`config.mk`:
```
export PLATFORM = sky130hd
export DESIGN_NAME = vblank_write_queue_flat
export DESIGN_NICKNAME = d
export VERILOG_FILES = /design/src/rtl/vblank_write_queue_pkg.sv /design/src/rtl/vblank_write_queue_if.sv /design/src/rtl/vblank_write_queue_sync_fifo.sv /design/src/rtl/vblank_write_queue.sv /design/src/flat_wrapper.sv
export SDC_FILE = /design/constraint.sdc
export NUM_CORES = 1
export LEC_CHECK = 0
export ABC_AREA = 1
export CAP_MARGIN = 20
export CORE_ASPECT_RATIO = 1.2
export CORE_UTILIZATION = 35
export DETAILED_ROUTE_END_ITERATION = 8
export SYNTH_ARGS = -nofsm -noshare
export SYNTH_HDL_FRONTEND = slang
export SYNTH_SLANG_ARGS = --single-unit
export TNS_END_PERCENT = 100
```
`constraint.sdc`:
```
create_clock -name clk -period 2.6 [get_ports clk]
set_clock_uncertainty 0.15 [all_clocks]
set_input_delay 0.39 -clock clk [delete_from_list [all_inputs] [get_ports clk]]
set_output_delay 0.39 -clock clk [all_outputs]
set_load 0.02 [all_outputs]
```
`src/rtl/vblank_write_queue_pkg.sv`:
```
// Shared definitions for the vertical-blank write queue.
// Contents:
//   state_t - commit FSM encoding (IDLE, COMMIT, CLOSE)
//   clog2   - ceiling log2, used to size counters from parameters
package vblank_write_queue_pkg;

    typedef enum logic [1:0] {
        IDLE   = 2'd0,
        COMMIT = 2'd1,
        CLOSE  = 2'd2
    } state_t;

    // Smallest number of bits that can index 'value' distinct items.
    function automatic int clog2(input int value);
        int result = 0;
        for (int v = value - 1; v > 0; v = v >> 1) begin
            result++;
        end
        return result;
    endfunction

endpackage

```
`src/rtl/vblank_write_queue_if.sv`:
```
// Bus bundle between the CPU/VGA side and the vertical-blank write queue.
// Signals:
//   req_valid/req_addr/req_data/req_ready - CPU update request handshake
//   vga_vs, vga_blank_n                   - timing taps from VGA control
//   mem_gnt/mem_we/mem_addr/mem_wdata     - write port toward shared memory
//   pending, frame_done                   - occupancy and window-closed status
// Modports:
//   master - the environment (CPU, VGA timing, memory arbiter)
//   slave  - the write queue itself
interface vblank_write_queue_if #(
    parameter int SYS_DATA_WIDTH = 16,
    parameter int SYS_ADDR_WIDTH = 16,
    parameter int LOG2_DEPTH     = 4
);

    logic                      req_valid;
    logic [SYS_ADDR_WIDTH-1:0] req_addr;
    logic [SYS_DATA_WIDTH-1:0] req_data;
    logic                      req_ready;
    logic                      vga_vs;
    logic                      vga_blank_n;
    logic                      mem_gnt;
    logic                      mem_we;
    logic [SYS_ADDR_WIDTH-1:0] mem_addr;
    logic [SYS_DATA_WIDTH-1:0] mem_wdata;
    logic [LOG2_DEPTH:0]       pending;
    logic                      frame_done;

    modport master (
        output req_valid, req_addr, req_data, vga_vs, vga_blank_n, mem_gnt,
        input  req_ready, mem_we, mem_addr, mem_wdata, pending, frame_done
    );

    modport slave (
        input  req_valid, req_addr, req_data, vga_vs, vga_blank_n, mem_gnt,
        output req_ready, mem_we, mem_addr, mem_wdata, pending, frame_done
    );

endinterface

```
`src/rtl/vblank_write_queue_sync_fifo.sv`:
```
// Single-clock FIFO with registered full/empty flags and occupancy count.
// Ports:
//   clk, reset          - clock, asynchronous active-low reset
//   push, push_data     - write side; ignored while full
//   pop, head_data      - read side; head_data is the oldest entry
//   full, empty, count  - registered status, count ranges 0..2**LOG2_DEPTH
module sync_fifo #(
    parameter int WIDTH      = 32,
    parameter int LOG2_DEPTH = 4
) (
    input  logic                clk,
    input  logic                reset,
    input  logic                push,
    input  logic [WIDTH-1:0]    push_data,
    input  logic                pop,
    output logic [WIDTH-1:0]    head_data,
    output logic                full,
    output logic                empty,
    output logic [LOG2_DEPTH:0] count
);

    localparam int DEPTH = 1 << LOG2_DEPTH;

    logic [WIDTH-1:0]      storage [DEPTH];
    logic [LOG2_DEPTH-1:0] wr_ptr;
    logic [LOG2_DEPTH-1:0] rd_ptr;
    logic [LOG2_DEPTH:0]   count_next;
    logic                  do_push;
    logic                  do_pop;

    assign do_push   = push & ~full;
    assign do_pop    = pop & ~empty;
    assign head_data = storage[rd_ptr];

    // A simultaneous push and pop leaves the occupancy unchanged.
    always_comb begin
        count_next = count;
        case ({do_push, do_pop})
            2'b10:   count_next = count + 1'b1;
            2'b01:   count_next = count - 1'b1;
            default: count_next = count;
        endcase
    end

    // Pointers are exactly LOG2_DEPTH bits wide so they wrap modulo DEPTH.
    always_ff @(posedge clk or negedge reset) begin
        if (!reset) begin
            wr_ptr <= '0;
            rd_ptr <= '0;
            count  <= '0;
            full   <= 1'b0;
            empty  <= 1'b1;
        end else begin
            if (do_push) wr_ptr <= wr_ptr + 1'b1;
            if (do_pop)  rd_ptr <= rd_ptr + 1'b1;
            count <= count_next;
            full  <= (count_next == (LOG2_DEPTH + 1)'(DEPTH));
            empty <= (count_next == '0);
        end
    end

    // Storage needs no reset; empty/count guard against stale contents.
    always_ff @(posedge clk) begin
        if (do_push) storage[wr_ptr] <= push_data;
    end

endmodule

```
`src/rtl/vblank_write_queue.sv`:
```
// Buffers CPU tile-map/colour updates and commits them to shared memory only
// during vertical blanking, so the display path never sees a torn frame.
// Ports:
//   clk    - system clock shared with VGA control
//   reset  - asynchronous active-low reset; discards any queued updates
//   bus    - slave side of vblank_write_queue_if (request handshake, VGA
//            timing taps, memory write port, pending count, frame_done)
module vblank_write_queue
    import vblank_write_queue_pkg::*;
#(
    parameter int SYS_DATA_WIDTH = 16,
    parameter int SYS_ADDR_WIDTH = 16,
    parameter int LOG2_DEPTH     = 4,
    parameter int MAX_WRITES     = 64
) (
    input  logic                clk,
    input  logic                reset,
    vblank_write_queue_if.slave bus
);

    localparam int ENTRY_WIDTH = SYS_ADDR_WIDTH + SYS_DATA_WIDTH;
    localparam int WCNT_WIDTH  = clog2(MAX_WRITES + 1);
    localparam logic [WCNT_WIDTH-1:0] LAST_WRITE = WCNT_WIDTH'(MAX_WRITES - 1);

    state_t                 state;
    state_t                 state_next;
    logic [WCNT_WIDTH-1:0]  wcnt;
    logic [WCNT_WIDTH-1:0]  wcnt_next;
    logic                   vs_q;
    logic                   vs_fall;
    logic                   fifo_full;
    logic                   fifo_empty;
    logic [LOG2_DEPTH:0]    fifo_count;
    logic [ENTRY_WIDTH-1:0] head_entry;
    logic                   push;
    logic                   pop;
    logic                   mem_we;
    logic                   frame_done;
    logic                   drained;
    logic                   hit_max;

    // Falling edge of vsync opens the commit window; vs_q resets high so
    // a low vsync at reset release still needs a real edge.
    always_ff @(posedge clk or negedge reset) begin
        if (!reset) vs_q <= 1'b1;
        else        vs_q <= bus.vga_vs;
    end

    assign vs_fall = vs_q & ~bus.vga_vs;

    assign push = bus.req_valid & ~fifo_full;
    assign pop  = mem_we & bus.mem_gnt;

    sync_fifo #(
        .WIDTH      (ENTRY_WIDTH),
        .LOG2_DEPTH (LOG2_DEPTH)
    ) u_fifo (
        .clk       (clk),
        .reset     (reset),
        .push      (push),
        .push_data ({bus.req_addr, bus.req_data}),
        .pop       (pop),
        .head_data (head_entry),
        .full      (fifo_full),
        .empty     (fifo_empty),
        .count     (fifo_count)
    );

    // Window-close conditions look at the FIFO as it will be after this
    // cycle's accepted write, so the last write and the exit share a cycle.
    assign drained = (fifo_empty | (pop & (fifo_count == (LOG2_DEPTH + 1)'(1)))) & ~push;
    assign hit_max = pop & (wcnt == LAST_WRITE);

    // Moore outputs decoded from the current state only.
    always_comb begin
        mem_we     = 1'b0;
        frame_done = 1'b0;
        case (state)
            COMMIT:  mem_we     = ~fifo_empty;
            CLOSE:   frame_done = 1'b1;
            default: ;
        endcase
    end

    // Next-state and write-count logic; a vsync edge outside IDLE is ignored.
    always_comb begin
        state_next = state;
        wcnt_next  = wcnt;
        case (state)
            IDLE: begin
                if (vs_fall) begin
                    state_next = COMMIT;
                    wcnt_next  = '0;
                end
            end
            COMMIT: begin
                if (pop) wcnt_next = wcnt + 1'b1;
                if (bus.vga_blank_n || hit_max || drained) state_next = CLOSE;
            end
            CLOSE:   state_next = IDLE;
            default: state_next = IDLE;
        endcase
    end

    always_ff @(posedge clk or negedge reset) begin
        if (!reset) begin
            state <= IDLE;
            wcnt  <= '0;
        end else begin
            state <= state_next;
            wcnt  <= wcnt_next;
        end
    end

    // Address/data are forced to zero whenever no write is being requested.
    assign bus.mem_we     = mem_we;
    assign bus.mem_addr   = mem_we ? head_entry[ENTRY_WIDTH-1:SYS_DATA_WIDTH] : '0;
    assign bus.mem_wdata  = mem_we ? head_entry[SYS_DATA_WIDTH-1:0] : '0;
    assign bus.req_ready  = ~fifo_full;
    assign bus.pending    = fifo_count;
    assign bus.frame_done = frame_done;

endmodule

```
`src/flat_wrapper.sv`:
```
// flat-port wrapper written by rule: the top's interface ports become plain ports
module vblank_write_queue_flat import vblank_write_queue_pkg::*;
#(
    parameter int SYS_DATA_WIDTH = 16,
    parameter int SYS_ADDR_WIDTH = 16,
    parameter int LOG2_DEPTH     = 4,
    parameter int MAX_WRITES     = 64
)
  (clk, reset, bus_req_valid, bus_req_addr, bus_req_data, bus_vga_vs, bus_vga_blank_n, bus_mem_gnt, bus_req_ready, bus_mem_we, bus_mem_addr, bus_mem_wdata, bus_pending, bus_frame_done);
  vblank_write_queue_if #(.SYS_DATA_WIDTH(SYS_DATA_WIDTH), .SYS_ADDR_WIDTH(SYS_ADDR_WIDTH), .LOG2_DEPTH(LOG2_DEPTH)) bus_i ();
  input  logic clk;
  input  logic reset;
  input wire logic [$bits(bus_i.req_valid)-1:0] bus_req_valid;
  input wire logic [$bits(bus_i.req_addr)-1:0] bus_req_addr;
  input wire logic [$bits(bus_i.req_data)-1:0] bus_req_data;
  input wire logic [$bits(bus_i.vga_vs)-1:0] bus_vga_vs;
  input wire logic [$bits(bus_i.vga_blank_n)-1:0] bus_vga_blank_n;
  input wire logic [$bits(bus_i.mem_gnt)-1:0] bus_mem_gnt;
  output wire logic [$bits(bus_i.req_ready)-1:0] bus_req_ready;
  output wire logic [$bits(bus_i.mem_we)-1:0] bus_mem_we;
  output wire logic [$bits(bus_i.mem_addr)-1:0] bus_mem_addr;
  output wire logic [$bits(bus_i.mem_wdata)-1:0] bus_mem_wdata;
  output wire logic [$bits(bus_i.pending)-1:0] bus_pending;
  output wire logic [$bits(bus_i.frame_done)-1:0] bus_frame_done;
  assign bus_i.req_valid = bus_req_valid;
  assign bus_i.req_addr = bus_req_addr;
  assign bus_i.req_data = bus_req_data;
  assign bus_i.vga_vs = bus_vga_vs;
  assign bus_i.vga_blank_n = bus_vga_blank_n;
  assign bus_i.mem_gnt = bus_mem_gnt;
  assign bus_req_ready = bus_i.req_ready;
  assign bus_mem_we = bus_i.mem_we;
  assign bus_mem_addr = bus_i.mem_addr;
  assign bus_mem_wdata = bus_i.mem_wdata;
  assign bus_pending = bus_i.pending;
  assign bus_frame_done = bus_i.frame_done;
  vblank_write_queue #(.SYS_DATA_WIDTH(SYS_DATA_WIDTH), .SYS_ADDR_WIDTH(SYS_ADDR_WIDTH), .LOG2_DEPTH(LOG2_DEPTH), .MAX_WRITES(MAX_WRITES)) u_core (.clk(clk), .reset(reset), .bus(bus_i));
endmodule
```
==> run summary <==
ROUTING
-----------------------------------------------------------------------------------------------------
Per-cell via count in the routed design                                                          4.98
Routed wirelength normalized by instance count                                                19.7 um
Routed wire length                                                                          63,300 um
Antenna Nets Post-Route                                                                             0
Via count of the routed design                                                                 16,033
Number of remaining DRC errors                                                                      0
Length of the first detailed-routing pass in iterations                                             6
Iter 0 DRT Violations                                                                           1,385

CTS
-----------------------------------------------------------------------------------------------------
Hold bufs inserted after CTS                                                                        0
Worst-case clock buffer depth                                                                       3
TritonCTS buffer count                                                                             53
Later-pin clock latency in the skew report                                                     610 ps
Clock root buffer master                                                                    clkbuf_16
Number of levels the H-tree was split into                                                          2
TritonCTS clock tree                                                                              yes
Clock-pin transition on the worst setup and hold timing paths                                   60 ps
Clk sink count                                                                                    537

LOGIC SYNTHESIS
-----------------------------------------------------------------------------------------------------
EDFF count, synth                                                                                 512
Number of standard cells after synthesis                                                        2,170
Synth Net Count                                                                                 2,219
Library cell occupying the most area in the post-synthesis netlist                           edfxtp_1
Syn avg cell area                                                                          10.6 sq um
Post-Synthesis Cell Area                                                                 0.0231 sq mm
Top cells by area, synth                                                                 edfxtp_1, nand2_1, nand3_1, inv_1, dfrtp_1
Fraction of synthesized cell area in xor and xnor cells                                        0.341%
Distinct cell type count of the synthesized netlist                                                29
Combinational family with the most area after synthesis                                  simple AND/OR/NAND/NOR gates
Simple-gate portion of the synthesized area                                                     20.4%
Yosys top cell area share                                                                       66.5%
Dominant synthesized flop cell                                                               edfxtp_1
Multiplexer fraction of the synthesized cell area                                                  0%
Share of flip-flops with an asynchronous set or reset after synthesis                           4.66%
Fraction of the yosys area taken by sequential cells                                            69.3%
Synthesized flop and latch total                                                                  537
Yosys warnings                                                                                      0
Post-synthesis share of cell area spent on full adders, half adders and majority gates         0.596%
Compound-Gate Fraction of Synth Area                                                            1.65%

STA
-----------------------------------------------------------------------------------------------------
Headroom to the max-slew limit                                                                  56.5%
Setup-violating endpoint count in the final report                                                 32
Fin crit period                                                                               2950 ps
Fin crit share                                                                                   113%
F_max                                                                                         339 MHz
Setup repair after global routing missed its margin                                               yes
Fin. Hold Viols                                                                                     0
Final worst setup slack                                                                       -347 ps
Fin. max-slew vios                                                                                  0
Measured slew at the worst slew-check pin                                                      651 ps

PLACED DESIGN
-----------------------------------------------------------------------------------------------------
Sum of net half-perimeters after detailed placement                                         33,700 um
Post-detailed-placement cell area                                                        0.0259 sq mm
Port Buf Inserts                                                                                   77
Post-placement cell count                                                                       3,085
Worst setup slack before clock tree synthesis                                                 -254 ps
Final weighted congestion in routability-driven placement                                       0.794

RUN STATUS
-----------------------------------------------------------------------------------------------------
Violations in the final reports                                                          negative setup slack
Status                                                                                   finished with violations

WORST SETUP PATH
-----------------------------------------------------------------------------------------------------
CP startpoint                                                                            u_core.u_fifo.rd_ptr[0]
Critical Path End Type                                                                     output pin
Startpoint of the most critical register-to-register path                                u_core.state[1]
Element type at the critical path start                                                      register
Maximum fanout count along the critical path                                                        8
Category of the most critical setup path                                                      reg2out
CP Data Required Time                                                                         2060 ps
Data arrival time of the critical path                                                        2410 ps

FINISH
-----------------------------------------------------------------------------------------------------
Count of filler cells inserted in the layout                                                    5,741
Final standard cell count with taps included and fillers excluded                               3,218
Core occupancy in the finished layout                                                           45.2%
Area overhead of the layout relative to synthesis                                               27.1%
Post-layout net count                                                                           2,390
Proportion of layout cells with a drive suffix above 1                                          19.3%
Final design area excluding fillers                                                      0.0294 sq mm
Multi-input combinational cell area                                                      0.00619 sq mm
Sequential cell area in the final layout                                                 0.0160 sq mm

JOB
-----------------------------------------------------------------------------------------------------
Number of maximum-capacitance violations                                                            0

POWER
-----------------------------------------------------------------------------------------------------
Sequential Power Share                                                                          33.2%
Power Dens Cells                                                                         1100 mW/mm^2
Net switching power of the design                                                           11,800 uW
Sw Share                                                                                        36.3%
Worst ir drop on vdd                                                                         0.626 mV
Logic pwr share                                                                                 42.2%
Leak pwr                                                                                    0.0119 uW
Clock share of power                                                                            24.6%
Internal power of the cells                                                                 20,600 uW

GLOBAL ROUTE
-----------------------------------------------------------------------------------------------------
Antenna violations before repair                                                                    3
GRT Residual Overflow                                                                               0
Pin count of the biggest net entering global routing                                               42
Number of global-route vias before repair                                                      15,690
GRT Total Usage                                                                                 18.4%
Wire length of the first global-routing pass                                                93,700 um

FLOORPLAN
-----------------------------------------------------------------------------------------------------
Horizontal die dimension                                                                       237 um
Number of primary I/O pins                                                                         78
Row Count                                                                                         102
Area of the core                                                                         0.0650 sq mm
Total die area                                                                           0.0671 sq mm
Starting Density                                                                                35.6%
Die extent in y                                                                                283 um

MIN PATH
-----------------------------------------------------------------------------------------------------
Hold crit path type                                                                          in2async

## worst max-delay path: stages (launching register included)
cell,delay [ps]
dfrtp_4,530
buf_8,170
inv_12,80
buf_12,120
buf_16,130
nand2_2,60
nand2_2,80
nand2_2,60
nand3_2,70
nand3_2,80
a21oi_4,250
buf_6,160
## per-stage QoR
step | hold slack (ps) | setup TNS (ps) | power [uW]
6_report | 9.17 | -7740 | 32400
3_3_place_gp | 339 | -2870 | 21400
5_1_grt | 43.1 | -10520 | 33900
3_5_place_dp | 344 | -3070 | 21600
2_1_floorplan | -55.6 | -79260 | 17300
4_1_cts | 6.05 | -8710 | 31600
## cell usage after synthesis (2+ instances only)
cell type,n
nand2_1,692
edfxtp_1,512
nand3_1,342
inv_1,284
nor2_1,96
buf_2,52
a21oi_1,38
o21ai_0,33
buf_6,25
dfrtp_1,23
clkbuf_1,17
buf_1,11
ha_1,11
xor2_1,8
buf_4,5
nand4_1,4
a21boi_0,2
dfstp_2,2
nor3_1,2
o21ai_1,2
## cell usage in the layout, fill, tap and decap left out, drive strengths merged, types with 23 or more instances in the layout
| master | instances |
|---|---|
| a21oi | 38 |
| buf | 172 |
| clkbuf | 79 |
| clkdlybuf4s50 | 44 |
| dfrtp | 23 |
| edfxtp | 512 |
| inv | 289 |
| nand2 | 693 |
| nand3 | 342 |
| nor2 | 97 |
| o21ai | 35 |
## final cells by class
type | count | area share (%)
flip-flops and latches | 537 | 54.5
multi-input cells | 1234 | 21.1
repair buffers | 225 | 10.8
clock buffers | 72 | 5.04
inverters | 288 | 3.73
well taps | 832 | 3.55
clock inverters | 27 | 1.17
repair inverters | 2 | 0.124
diodes | 1 | 0.00852
## what timing repair did
item | 4_1_cts | 5_1_grt
gates resized for setup | 317 | 111
endpoints found under the hold margin | 0 | 0
gates cloned | 15 | 9
pin swaps | 67 | 53
setup endpoints to repair | 32 | 33
setup buffers | 17 | 4
## power groups by stage
stage	Combinational [uW]	Clock (uW)	Sequential, uW
floorplan	6490	0	10900
global placement	10500	0	10900
detailed placement	10600	0	10900
CTS	12800	8100	10700
global route	14700	8410	10800
finish	13700	7990	10800
## flip-flops by register name (all words and copies together), names as in the netlist
register	count
u_core.u_fifo.empty	1
u_core.u_fifo.wr_ptr	4
u_core.vs_q	1
u_core.wcnt	7
u_core.u_fifo.count	5
u_core.u_fifo.full	1
u_core.u_fifo.rd_ptr	4
u_core.state	2
u_core.u_fifo.storage	512
## logic make-up after synthesis
kind of cell,Yosys count
buffers and inverters,399
and+or+nand+nor,1139
xor gates and xnor gates,9
adders and majority gates,11
DFF,537
AOI/OAI and AO/OA,75
## final timing paths
kind	endpoint	slack, ps	cells after the start
setup / recovery	bus_mem_addr[8]	-350	11
hold / removal	u_core.u_fifo.rd_ptr[0]	9	2
setup reg to reg	u_core.u_fifo.full	380	12
hold reg to reg	u_core.wcnt[0]	370	1
max in group asynchronous	u_core.vs_q	1970	2
min in group clk	u_core.vs_q	90	1
## metal layers
| metal | track usage [%] | part of all wire (%) | up-vias | routed length [um] |
|---|---|---|---|---|
| li1 | - | - | 7502 | - |
| met1 | 22.8 | 40 | 7869 | 25400 |
| met2 | 32.4 | 51 | 519 | 32000 |
| met3 | 2.66 | 5.4 | 139 | 3450 |
| met4 | 6.72 | 3.8 | 4 | 2410 |
| met5 | 0 | 0.040 | - | 25 |
(Power assumes the default switching activity.)
